### src/rtl/cnt_pkg.sv
// cnt_pkg: counter mode constants, default sizes and the counter-max helper
// shared by the button press counter blocks.
package cnt_pkg;

  localparam logic CNT_WRAP = 1'b0;
  localparam logic CNT_SAT  = 1'b1;

  localparam int unsigned DEF_N        = 2;
  localparam int unsigned DEF_WIDTH    = 16;
  localparam int unsigned DEF_DEBOUNCE = 16;

  // All-ones value of a counter 'width' bits wide (width 1..32).
  function automatic logic [31:0] cnt_max(input int unsigned width);
    return 32'hFFFF_FFFF >> (32 - width);
  endfunction

endpackage

### src/rtl/btn_debounce.sv
// btn_debounce: 2-flop synchroniser, stability counter and debounced level for one
// asynchronous button; RISE pulses for one cycle when LEVEL goes 0->1.
module btn_debounce
  import cnt_pkg::*;
#(
  parameter int unsigned DEBOUNCE = DEF_DEBOUNCE
) (
  input  logic CLK,
  input  logic RST,
  input  logic BTN,
  output logic LEVEL,
  output logic RISE
);

  localparam int unsigned     CW       = $clog2(DEBOUNCE + 1);
  localparam logic [CW-1:0]   CNT_LAST = CW'(DEBOUNCE - 1);

  logic [1:0]    sync_q, sync_d;
  logic [CW-1:0] cnt_q, cnt_d;
  logic          level_q, level_d;
  logic          rise_q, rise_d;

  always_comb begin
    sync_d  = {sync_q[0], BTN};
    cnt_d   = '0;
    level_d = level_q;
    rise_d  = 1'b0;
    // Count only while the synchronised level disagrees; any agreement restarts it.
    if (sync_q[1] != level_q) begin
      if (cnt_q == CNT_LAST) begin
        level_d = sync_q[1];
        rise_d  = sync_q[1];
      end else begin
        cnt_d = cnt_q + 1'b1;
      end
    end
  end

  always_ff @(posedge CLK or negedge RST) begin
    if (!RST) begin
      sync_q  <= '0;
      cnt_q   <= '0;
      level_q <= 1'b0;
      rise_q  <= 1'b0;
    end else begin
      sync_q  <= sync_d;
      cnt_q   <= cnt_d;
      level_q <= level_d;
      rise_q  <= rise_d;
    end
  end

  assign LEVEL = level_q;
  assign RISE  = rise_q;

endmodule

### src/rtl/btn_cnt_multi.sv
// btn_cnt_multi: N debounced button press counters with per-channel wrap/saturate,
// clear and sticky overflow. Define BTN_CNT_REPEAT_EN for hold-to-auto-repeat.
module btn_cnt_multi
  import cnt_pkg::*;
#(
  parameter int unsigned  N        = DEF_N,
  parameter int unsigned  WIDTH    = DEF_WIDTH,
  parameter int unsigned  DEBOUNCE = DEF_DEBOUNCE,
  parameter logic [N-1:0] SAT      = '0
`ifdef BTN_CNT_REPEAT_EN
  ,
  parameter int unsigned  HOLD     = 1000,
  parameter int unsigned  RATE     = 250
`endif
) (
  input  logic                 CLK,
  input  logic                 RST,
  input  logic [N-1:0]         BTN,
  input  logic [N-1:0]         CLR,
  output logic [N*WIDTH-1:0]   VAL,
  output logic [N-1:0]         OVF,
  output logic [N-1:0]         PRESS
);

  localparam logic [WIDTH-1:0] CNT_MAX = WIDTH'(cnt_max(WIDTH));

  logic [N-1:0]     level, rise, press_ev;
  logic [WIDTH-1:0] val_q [N];
  logic [WIDTH-1:0] val_d [N];
  logic [N-1:0]     ovf_q, ovf_d;
  logic [N-1:0]     press_q, press_d;

  for (genvar i = 0; i < N; i++) begin : g_ch
    btn_debounce #(.DEBOUNCE(DEBOUNCE)) u_deb (
      .CLK   (CLK),
      .RST   (RST),
      .BTN   (BTN[i]),
      .LEVEL (level[i]),
      .RISE  (rise[i])
    );
    assign VAL[i*WIDTH +: WIDTH] = val_q[i];
  end

`ifdef BTN_CNT_REPEAT_EN
  localparam int unsigned   TMR_MAX = (HOLD > RATE) ? HOLD : RATE;
  localparam int unsigned   TW      = (TMR_MAX > 1) ? $clog2(TMR_MAX) : 1;
  localparam logic [TW-1:0] HOLD_LD = TW'(HOLD - 1);
  localparam logic [TW-1:0] RATE_LD = TW'(RATE - 1);

  logic [TW-1:0] tmr_q [N];
  logic [TW-1:0] tmr_d [N];
  logic [N-1:0]  rep_act_q, rep_act_d, rep_ev;

  always_comb begin
    tmr_d     = tmr_q;
    rep_act_d = rep_act_q;
    rep_ev    = '0;
    for (int i = 0; i < N; i++) begin
      if (CLR[i] || !level[i]) begin
        rep_act_d[i] = 1'b0;
        tmr_d[i]     = HOLD_LD;
      end else if (rise[i]) begin
        rep_act_d[i] = 1'b1;
        tmr_d[i]     = HOLD_LD;
      end else if (rep_act_q[i]) begin
        // Terminal count fires a repeat and reloads with the repeat period.
        if (tmr_q[i] == '0) begin
          rep_ev[i] = 1'b1;
          tmr_d[i]  = RATE_LD;
        end else begin
          tmr_d[i] = tmr_q[i] - 1'b1;
        end
      end
    end
  end

  always_ff @(posedge CLK or negedge RST) begin
    if (!RST) begin
      for (int i = 0; i < N; i++) tmr_q[i] <= HOLD_LD;
      rep_act_q <= '0;
    end else begin
      tmr_q     <= tmr_d;
      rep_act_q <= rep_act_d;
    end
  end

  assign press_ev = rise | rep_ev;
`else
  logic unused_level;
  assign unused_level = ^level;
  assign press_ev     = rise;
`endif

  always_comb begin
    val_d   = val_q;
    ovf_d   = ovf_q;
    press_d = press_ev;
    for (int i = 0; i < N; i++) begin
      // Clear wins over a coincident press; the press is dropped but still pulses PRESS.
      if (CLR[i]) begin
        val_d[i] = '0;
        ovf_d[i] = 1'b0;
      end else if (press_ev[i]) begin
        if (val_q[i] == CNT_MAX) begin
          ovf_d[i] = 1'b1;
          val_d[i] = (SAT[i] == CNT_SAT) ? CNT_MAX : '0;
        end else begin
          val_d[i] = val_q[i] + 1'b1;
        end
      end
    end
  end

  always_ff @(posedge CLK or negedge RST) begin
    if (!RST) begin
      for (int i = 0; i < N; i++) val_q[i] <= '0;
      ovf_q   <= '0;
      press_q <= '0;
    end else begin
      val_q   <= val_d;
      ovf_q   <= ovf_d;
      press_q <= press_d;
    end
  end

  assign OVF   = ovf_q;
  assign PRESS = press_q;

endmodule

### config.mk
export PLATFORM = sky130hd
export DESIGN_NAME = btn_cnt_multi
export DESIGN_NICKNAME = d
export VERILOG_FILES = /design/src/rtl/cnt_pkg.sv /design/src/rtl/btn_debounce.sv /design/src/rtl/btn_cnt_multi.sv
export SDC_FILE = /design/constraint.sdc
export NUM_CORES = 1
export LEC_CHECK = 0
export BUFFER_PORTS_ARGS = -buffer_cell sky130_fd_sc_hd__buf_2
export CAP_MARGIN = 40
export CORE_MARGIN = 2
export CORE_UTILIZATION = 28
export CTS_CLUSTER_SIZE = 16
export DETAILED_ROUTE_END_ITERATION = 10
export GPL_TIMING_DRIVEN = 0
export PLACE_DENSITY = 0.5
export SYNTH_ARGS = -nofsm -noshare
export SYNTH_HDL_FRONTEND = slang
export SYNTH_SLANG_ARGS = --single-unit
### constraint.sdc
create_clock -name CLK -period 1.4 [get_ports CLK]
set_input_delay 0.14 -clock CLK [delete_from_list [all_inputs] [get_ports CLK]]
set_output_delay 0.14 -clock CLK [all_outputs]
set_load 0.01 [all_outputs]
==> impl_metrics.env, run 1 <==
export IMPL_status="finished with violations"
export IMPL_violations="setup timing"
export IMPL_dpl_hpwl_microns=3920
export IMPL_ys_ff_latch=54
export IMPL_r2r_cells=6
export IMPL_first_pass_iters=6
export IMPL_synth_edf_count=0
export IMPL_initial_utilization=0.291
export IMPL_gp_congestion=0.773
export IMPL_yosysUniqueCellTypes=49
export IMPL_power_switching_w=0.000595
export IMPL_final_cell_mix="40 x buf_2, 35 x dfrtp_1, 34 x nor2_1"
export IMPL_drt_iter0_drc=65
export IMPL_core_area_sq_mm=0.00876
export IMPL_irDropWorstVdd_uv=360
export IMPL_dieHeight_microns=99.4
export IMPL_leakagePower_nw=1.51
export IMPL_ios=42
export IMPL_tns_ps=-2080
export IMPL_cp_max_fo=10
export IMPL_p_int_w=0.00199
export IMPL_hold_path_startpoint="CLR[1]"
export IMPL_cts_sinks=54
export IMPL_rsz0062_at_grt="true"
export IMPL_cts_max_path_buffers=2
export IMPL_endpoint_kind="register"
export IMPL_wl_per_cell_microns=13.7
export IMPL_fin_area_sq_mm=0.00339
export IMPL_setup_viol=29
export IMPL_hold_path_class="in2reg"
export IMPL_cp_required_ps=1610
export IMPL_worst_pin_slew_ps=587
export IMPL_grt_max_degree=32
export IMPL_synth_fp_nets=251
export IMPL_grt_pass1_wl_microns=9930
export IMPL_ys_flop_type="dfrtp_1"
export IMPL_swShare=0.230
export IMPL_drc_errors=0
export IMPL_hold_slack_ps=77.3
export IMPL_setup_ws_ps=-93.9
export IMPL_fmax_mhz=669
export IMPL_rows=34
export IMPL_io_buffer_count=39
export IMPL_final_common_cell="buf_2"
export IMPL_antenna_found_initial=0
export IMPL_seq_area_frac_synth=0.530
export IMPL_reg2reg_slack_ps=-90
export IMPL_dpl_worst_slack_ps=-292
export IMPL_grt_util_all_layers=0.121
export IMPL_max_cap_violations=0
export IMPL_postPlaceCellArea_sq_mm=0.00298
export IMPL_fin_total_pwr_w=0.00258
export IMPL_vias=2094
export IMPL_crit_arrival_ps=1700
export IMPL_cts_made_buffers=5
export IMPL_start_kind="register"
export IMPL_fin_skew_ps=15.9
export IMPL_relSlewSlack=0.608
export IMPL_clock_latency_ps=310
export IMPL_period_needed_ps=1490
export IMPL_antennaDiodeCount=0
export IMPL_p_seq_frac=0.617
export IMPL_die_w_microns=99.4
export IMPL_cts_htree_levels=2
export IMPL_cts_root_buffer="clkbuf_8"
export IMPL_yosys_warnings=0
export IMPL_routed_wl_microns=5880
export IMPL_cts_tree="done"
export IMPL_synth_area_sq_mm=0.00255
export IMPL_final_layout_size_suffix_gt1_frac=0.402
export IMPL_hold_viol_final=0
export IMPL_clk_pin_slew_ps=110
export IMPL_synth_avg_cell_area_sq_um=10.6
export IMPL_p_per_area_mw_per_mm2=763
export IMPL_synthCells=241
export IMPL_die_area_sq_mm=0.00989
export IMPL_overflow=0
export IMPL_async_flop_share=1.00
export IMPL_worstReg2RegStart="VAL[10]$_DFFE_PN0P_"
export IMPL_slew_violations=0
export IMPL_viasPerCell=4.88
export IMPL_syn2layout_area_growth_pct=32.8
export IMPL_first_global_vias=2031
export IMPL_period_share=1.07
export IMPL_reg2reg_to="VAL[5]$_DFFE_PN0P_"
export IMPL_worst_setup_path_type="reg2reg"
export IMPL_fin_nets=330
export IMPL_ant_nets=0
export IMPL_hold_path_depth=2
export IMPL_p_comb_frac=0.049
export IMPL_p_clk_frac=0.334
export IMPL_min_to="VAL[24]$_DFFE_PN0P_"
-- power by group through the flow --
stage / clock network, W / registers, W / logic (W)
after floorplan: 0 / 0.00162 / 0.0000534
after global placement: 0 / 0.00162 / 0.000102
after detailed placement: 0 / 0.00162 / 0.000111
after CTS: 0.000899 / 0.00159 / 0.000124
after global routing: 0.000969 / 0.00160 / 0.000147
final: 0.000864 / 0.00159 / 0.000127
-- metal layers --
layer  track usage  wire (microns)  vias up
li1              -               -     1016
met3        0.0246             228        5
met4        0.0200              33        0
met5             0               0        -
met1         0.176            2880     1026
met2         0.192            2740       47
-- cell families after synthesis --
group / count (synthesis) / share of synthesized area
AND/OR/NAND/NOR: 110 / 0.236
multiplexers: 3 / 0.0128
flip-flops: 54 / 0.530
XOR/XNOR: 27 / 0.0927
AO/OA/AOI/OAI: 31 / 0.0859
buffers and inverters: 12 / 0.0231
adder cells (fa/ha/maj): 4 / 0.0196
-- cells in the mapped netlist, types with 2 or more instances --
| master | number | area (sq um) |
|---|---|---|
| nand3_1 | 11 | 55.1 |
| or3_1 | 2 | 12.5 |
| o31ai_1 | 2 | 15.0 |
| nand2_1 | 15 | 56.3 |
| mux2_2 | 2 | 22.5 |
| a21o_1 | 2 | 15.0 |
| nand4_1 | 12 | 75.1 |
| nor4_1 | 8 | 50.1 |
| buf_4 | 3 | 22.5 |
| xor2_1 | 12 | 105 |
| ha_1 | 4 | 50.1 |
| a21oi_1 | 9 | 45.0 |
| and2_1 | 2 | 12.5 |
| xnor2_1 | 15 | 131 |
| o21ai_0 | 4 | 20.0 |
| nand2b_1 | 3 | 18.8 |
| o311ai_0 | 2 | 17.5 |
| nor3b_1 | 2 | 15.0 |
| nor2_1 | 34 | 128 |
| nor2b_1 | 2 | 12.5 |
| buf_2 | 2 | 10.0 |
| inv_1 | 6 | 22.5 |
| and4_1 | 3 | 26.3 |
| nor3_1 | 4 | 20.0 |
| dfrtp_1 | 54 | 1350 |
| o21a_1 | 2 | 15.0 |
| o211ai_1 | 2 | 15.0 |
-- sequential cells by signal, summed over array words and instances (netlist names) --
register and cells:
VAL 32, g_ch.u_deb.cnt_q 10, g_ch.u_deb.sync_q 4, OVF 2, PRESS 2, g_ch.u_deb.LEVEL 2, g_ch.u_deb.RISE 2
-- critical path, stage by stage, from the launching register on --
cell     delay (ps)
dfrtp_1         420
nand4_1         150
buf_4           170
nor4_4          240
a21o_1          200
buf_6           150
nor2_1           60
-- worst max path at each step --
stage                              startpoint                 end  slack, ps
final                     VAL[10]$_DFFE_PN0P_  VAL[5]$_DFFE_PN0P_        -90
after global routing      VAL[10]$_DFFE_PN0P_  VAL[8]$_DFFE_PN0P_       -220
after CTS                  VAL[1]$_DFFE_PN0P_  VAL[5]$_DFFE_PN0P_       -110
after detailed placement  VAL[12]$_DFFE_PN0P_  VAL[5]$_DFFE_PN0P_       -290
after global placement    VAL[12]$_DFFE_PN0P_  VAL[7]$_DFFE_PN0P_       -300
after floorplan           VAL[12]$_DFFE_PN0P_  VAL[7]$_DFFE_PN0P_        -70
-- timing repair --
| action | 4_1_cts | 5_1_grt |
|---|---|---|
| resized for setup | 19 | 9 |
| gates cloned | 0 | 0 |
| pin swaps | 10 | 9 |
| endpoints found under the hold margin | 25 | 0 |
| setup endpoints to repair | 31 | 33 |
| setup buffers | 21 | 8 |
| hold buffers | 3 | 0 |
-- metrics by stage --
| step | instances | util |
|---|---|---|
| final | 429 | 0.386 |
| after global routing | 429 | 0.386 |
| after CTS | 421 | 0.376 |
| after detailed placement | 389 | 0.340 |
| after global placement | 388 | 0.337 |
| after floorplan | 241 | - |
-- cell type report --
cell class                      count  area (sq um)
Buffer                              6          51.3
Clock buffer                        8          80.1
Fill cell                         880          5380
Inverter                            6          22.5
Multi-Input combinational cell    175          1250
Sequential cell                    54          1380
Tap cell                          108           135
Timing Repair Buffer               72           470
Power figures use the tool's default switching activity.
==> run 2, diff against run 1 <==
SKIP_CTS_REPAIR_TIMING = 1   (was default)
==> run 2 against run 1 <==
  * The run still ends with setup timing left
  * Sequential power is essentially flat
  * Core utilization shrank 0.87 points
  * Combinational power rose by 7%
  * Cell count is 2.6% lower
  * Clock skew shrank 5.2 ps
  * Non-clock buffer count decreased by 11
  * Maximum frequency decreased by 8.7%
  * Total power about the same
  * Sequential cell count did not move
  * Critical path depth is the same
==> impl_metrics.env, run 2 (same netlist as run 1, synthesis figures left out) <==
export IMPL_dpl_worst_slack_ps=-292
export IMPL_final_cell_mix="40 x buf_2, 34 x dfrtp_1, 22 x nor2_1"
export IMPL_hold_path_startpoint="CLR[1]"
export IMPL_hold_path_class="in2reg"
export IMPL_cp_required_ps=1600
export IMPL_drt_iter0_drc=67
export IMPL_r2r_cells=6
export IMPL_io_buffer_count=39
export IMPL_dpl_hpwl_microns=3920
export IMPL_fmax_mhz=611
export IMPL_tns_ps=-4990
export IMPL_crit_arrival_ps=1840
export IMPL_grt_util_all_layers=0.115
export IMPL_cts_htree_levels=2
export IMPL_first_global_vias=1918
export IMPL_cts_root_buffer="clkbuf_8"
export IMPL_irDropWorstVdd_uv=372
export IMPL_period_needed_ps=1640
export IMPL_cts_made_buffers=5
export IMPL_reg2reg_slack_ps=-240
export IMPL_ant_nets=0
export IMPL_slew_violations=0
export IMPL_relSlewSlack=0.607
export IMPL_routed_wl_microns=5710
export IMPL_clk_pin_slew_ps=100
export IMPL_ios=42
export IMPL_fillers=889
export IMPL_dieHeight_microns=99.4
export IMPL_hold_slack_ps=67.6
export IMPL_antenna_found_initial=0
export IMPL_antennaDiodeCount=0
export IMPL_leakagePower_nw=1.43
export IMPL_largest_register_ff_count=32
export IMPL_worst_setup_path_type="reg2reg"
export IMPL_max_cap_violations=0
export IMPL_hold_path_depth=2
export IMPL_worstReg2RegStart="VAL[1]$_DFFE_PN0P_"
export IMPL_viasPerCell=4.79
export IMPL_final_common_cell="buf_2"
export IMPL_grt_max_degree=32
export IMPL_die_area_sq_mm=0.00989
export IMPL_endpoint_kind="register"
export IMPL_cts_sinks=54
export IMPL_violations="setup timing"
export IMPL_worst_pin_slew_ps=589
export IMPL_fin_skew_ps=10.7
export IMPL_first_pass_iters=4
export IMPL_cts_tree="done"
export IMPL_drc_errors=0
export IMPL_rows=34
export IMPL_cp_max_fo=5
export IMPL_grt_pass1_wl_microns=9390
export IMPL_fin_total_pwr_w=0.00259
export IMPL_hold_viol_final=0
export IMPL_setup_ws_ps=-237
export IMPL_min_to="VAL[24]$_DFFE_PN0P_"
export IMPL_wl_per_cell_microns=13.7
export IMPL_finalNonFillerCells=418
export IMPL_rsz0062_at_grt="true"
export IMPL_period_share=1.17
export IMPL_p_per_area_mw_per_mm2=781
export IMPL_core_area_sq_mm=0.00876
export IMPL_cts_max_path_buffers=2
export IMPL_start_kind="register"
export IMPL_syn2layout_area_growth_pct=29.8
export IMPL_dpl_cell_count=389
export IMPL_fin_nets=319
export IMPL_gp_congestion=0.773
export IMPL_setup_viol=31
export IMPL_clock_latency_ps=300
export IMPL_final_layout_size_suffix_gt1_frac=0.394
export IMPL_overflow=0
export IMPL_die_w_microns=99.4
export IMPL_status="finished with violations"
export IMPL_initial_utilization=0.291
export IMPL_reg2reg_to="VAL[11]$_DFFE_PN0P_"
export IMPL_vias=2004
==> run 2: cell count changes in the layout (fill, tap and decap cells not counted), moves of 3 or more <==
cell | previous run | this run
nor2_1 | 34 | 22
buf_4 | 28 | 18
nor2_2 | 0 | 8
nor2_4 | 0 | 4
a21oi_1 | 5 | 8
a21oi_2 | 5 | 2
==> run 2: worst max-delay path, stage by stage (launching register included) <==
cell	delay (ps)
dfrtp_2	410
ha_4	150
nand4_1	130
nor4_4	380
a21o_1	260
buf_6	160
nor2_1	50
==> run 2: where the power goes <==
| part | internal, W | switching, W |
|---|---|---|
| Clock | 0.000358 | 0.000498 |
| Sequential | 0.00158 | 0.0000152 |
| Combinational | 0.0000552 | 0.0000813 |
==> run 2: worst max-delay path by stage <==
stage	startpoint	end	slack [ps]	depth (start not counted)
2_1_floorplan	VAL[12]$_DFFE_PN0P_	VAL[7]$_DFFE_PN0P_	-70	5
3_3_place_gp	VAL[12]$_DFFE_PN0P_	VAL[7]$_DFFE_PN0P_	-300	5
3_5_place_dp	VAL[12]$_DFFE_PN0P_	VAL[5]$_DFFE_PN0P_	-290	5
4_1_cts	VAL[12]$_DFFE_PN0P_	VAL[5]$_DFFE_PN0P_	-320	5
5_1_grt	VAL[1]$_DFFE_PN0P_	VAL[5]$_DFFE_PN0P_	-290	6
6_report	VAL[1]$_DFFE_PN0P_	VAL[11]$_DFFE_PN0P_	-240	6
==> run 2: routing by layer <==
layer	global-route usage	part of all wire	vias to the layer above	wire length (microns)
met5	0	0	-	0
met4	0.0200	0.0051	0	29
met3	0.0246	0.034	5	192
met2	0.182	0.45	34	2590
met1	0.165	0.51	972	2900
li1	-	-	993	-
==> run 2: cell type report <==
class / instances / area (sq um) / area share
Sequential cell: 54 / 1380 / 0.416
Multi-Input combinational cell: 175 / 1260 / 0.381
Timing Repair Buffer: 61 / 388 / 0.117
Tap cell: 108 / 135 / 0.0408
Clock buffer: 8 / 80.1 / 0.0242
Buffer: 6 / 47.5 / 0.0144
Inverter: 6 / 22.5 / 0.00680
==> run 2: per-stage QoR <==
step / instance area (sq um) / util
6_report: 3310 / 0.378
5_1_grt: 3310 / 0.378
4_1_cts: 3060 / 0.349
3_5_place_dp: 2980 / 0.340
3_3_place_gp: 2960 / 0.337
2_1_floorplan: 2630 / -
==> run 3, diff against run 2 <==
PLACE_DENSITY = default   (was 0.5)
==> run 3 against run 2 <==
  * The flow still finishes with violations (setup timing)
  * Worst hold slack got worse by 18 ps
  * Combinational power down 4%
  * Design area up 3.7%
==> impl_metrics.env, run 3 (same netlist as run 1, synthesis figures left out) <==
export IMPL_overflow=0
export IMPL_antenna_found_initial=0
export IMPL_final_cell_mix="40 x buf_2, 31 x dfrtp_1, 30 x nor2_1"
export IMPL_hold_viol_final=0
export IMPL_viasPerCell=4.94
export IMPL_status="finished with violations"
export IMPL_fmax_mhz=627
export IMPL_cp_required_ps=1590
export IMPL_die_area_sq_mm=0.00989
export IMPL_antennaDiodeCount=0
export IMPL_dpl_hpwl_microns=3840
export IMPL_ant_nets=0
export IMPL_first_pass_iters=4
export IMPL_irDropWorstVdd_uv=488
export IMPL_p_per_area_mw_per_mm2=810
export IMPL_rsz0062_at_grt="true"
export IMPL_period_needed_ps=1590
export IMPL_wl_per_cell_microns=13.8
export IMPL_ios=42
export IMPL_fillers=860
export IMPL_worst_pin_slew_ps=468
export IMPL_period_share=1.14
export IMPL_fin_total_pwr_w=0.00278
export IMPL_r2r_cells=5
export IMPL_cts_htree_levels=2
export IMPL_worst_setup_path_type="reg2reg"
export IMPL_final_common_cell="buf_2"
export IMPL_grt_max_degree=37
export IMPL_start_kind="register"
export IMPL_hold_path_depth=2
export IMPL_initial_utilization=0.291
export IMPL_final_layout_size_suffix_gt1_frac=0.423
export IMPL_fin_area_sq_mm=0.00343
export IMPL_gp_congestion=0.828
export IMPL_grt_pass1_wl_microns=9290
export IMPL_max_cap_violations=0
export IMPL_drt_iter0_drc=85
export IMPL_postPlaceCellArea_sq_mm=0.00298
export IMPL_hold_path_class="in2reg"
export IMPL_relSlewSlack=0.688
export IMPL_die_w_microns=99.4
export IMPL_endpoint_kind="register"
export IMPL_cts_max_path_buffers=2
export IMPL_cts_sinks=54
export IMPL_cp_max_fo=10
export IMPL_crit_arrival_ps=1780
export IMPL_fin_nets=328
export IMPL_setup_viol=29
export IMPL_fin_skew_ps=20.8
export IMPL_largest_register_ff_count=32
export IMPL_first_global_vias=1877
export IMPL_rows=34
export IMPL_io_buffer_count=39
export IMPL_cts_root_buffer="clkbuf_8"
export IMPL_violations="setup timing"
export IMPL_cts_made_buffers=5
export IMPL_leakagePower_nw=1.53
export IMPL_dieHeight_microns=99.4
export IMPL_slew_violations=0
export IMPL_drc_errors=0
export IMPL_setup_ws_ps=-195
export IMPL_routed_wl_microns=5880
export IMPL_vias=2109
export IMPL_clk_pin_slew_ps=110
export IMPL_cts_tree="done"
export IMPL_grt_util_all_layers=0.115
export IMPL_core_area_sq_mm=0.00876
export IMPL_syn2layout_area_growth_pct=34.6
export IMPL_dpl_worst_slack_ps=-285
export IMPL_clock_latency_ps=310
## run 3: cell type report
class / instances / area, sq um / share of cell area
clock inverters: 1 / 30.0 / 0.00875
inverters: 6 / 22.5 / 0.00656
clock buffers: 7 / 76.3 / 0.0222
well taps: 108 / 135 / 0.0394
repair buffers: 70 / 460 / 0.134
plain buffers: 6 / 47.5 / 0.0138
flip-flops and latches: 54 / 1380 / 0.402
multi-input cells: 175 / 1280 / 0.373
## run 3: final timing paths
path / end / from / slack, ps
max: VAL[8]$_DFFE_PN0P_ / VAL[11]$_DFFE_PN0P_ / -190
min: VAL[24]$_DFFE_PN0P_ / CLR[1] / 50
max reg2reg: VAL[8]$_DFFE_PN0P_ / VAL[11]$_DFFE_PN0P_ / -190
min reg2reg: g_ch[1].u_deb.sync_q[1]$_DFF_PN0_ / g_ch[1].u_deb.sync_q[0]$_DFF_PN0_ / 350
max in group asynchronous: VAL[8]$_DFFE_PN0P_ / RST / 520
min in group asynchronous: VAL[23]$_DFFE_PN0P_ / RST / 290
## run 3: stage by stage
stage,std cells,TNS [ps],hold slack [ps],util
3_3_place_gp,388,-6060,249,0.337
6_report,427,-3900,50.0,0.392
2_1_floorplan,241,-743,-156,-
4_1_cts,397,-6920,-234,0.352
3_5_place_dp,389,-6570,117,0.340
5_1_grt,427,-6830,65.2,0.392
## run 3: metal layers
layer	vias to the layer above	GRT usage	part of all wire
li1	1009	-	-
met1	1034	0.160	0.47
met2	58	0.182	0.47
met3	8	0.0204	0.051
met4	0	0.0337	0.011
met5	-	0	0
## run 3: worst max-delay path: stages (launching register included)
cell,delay [ps]
dfrtp_2,420
nand4_1,220
nor4_4,390
a21o_1,230
buf_6,160
nor2_1,60
## run 3: where the power goes
group          switching, W  internal (W)  total (W)
Combinational     0.0000787     0.0000511   0.000130
Clock              0.000521      0.000537    0.00106
Sequential        0.0000151       0.00158    0.00159
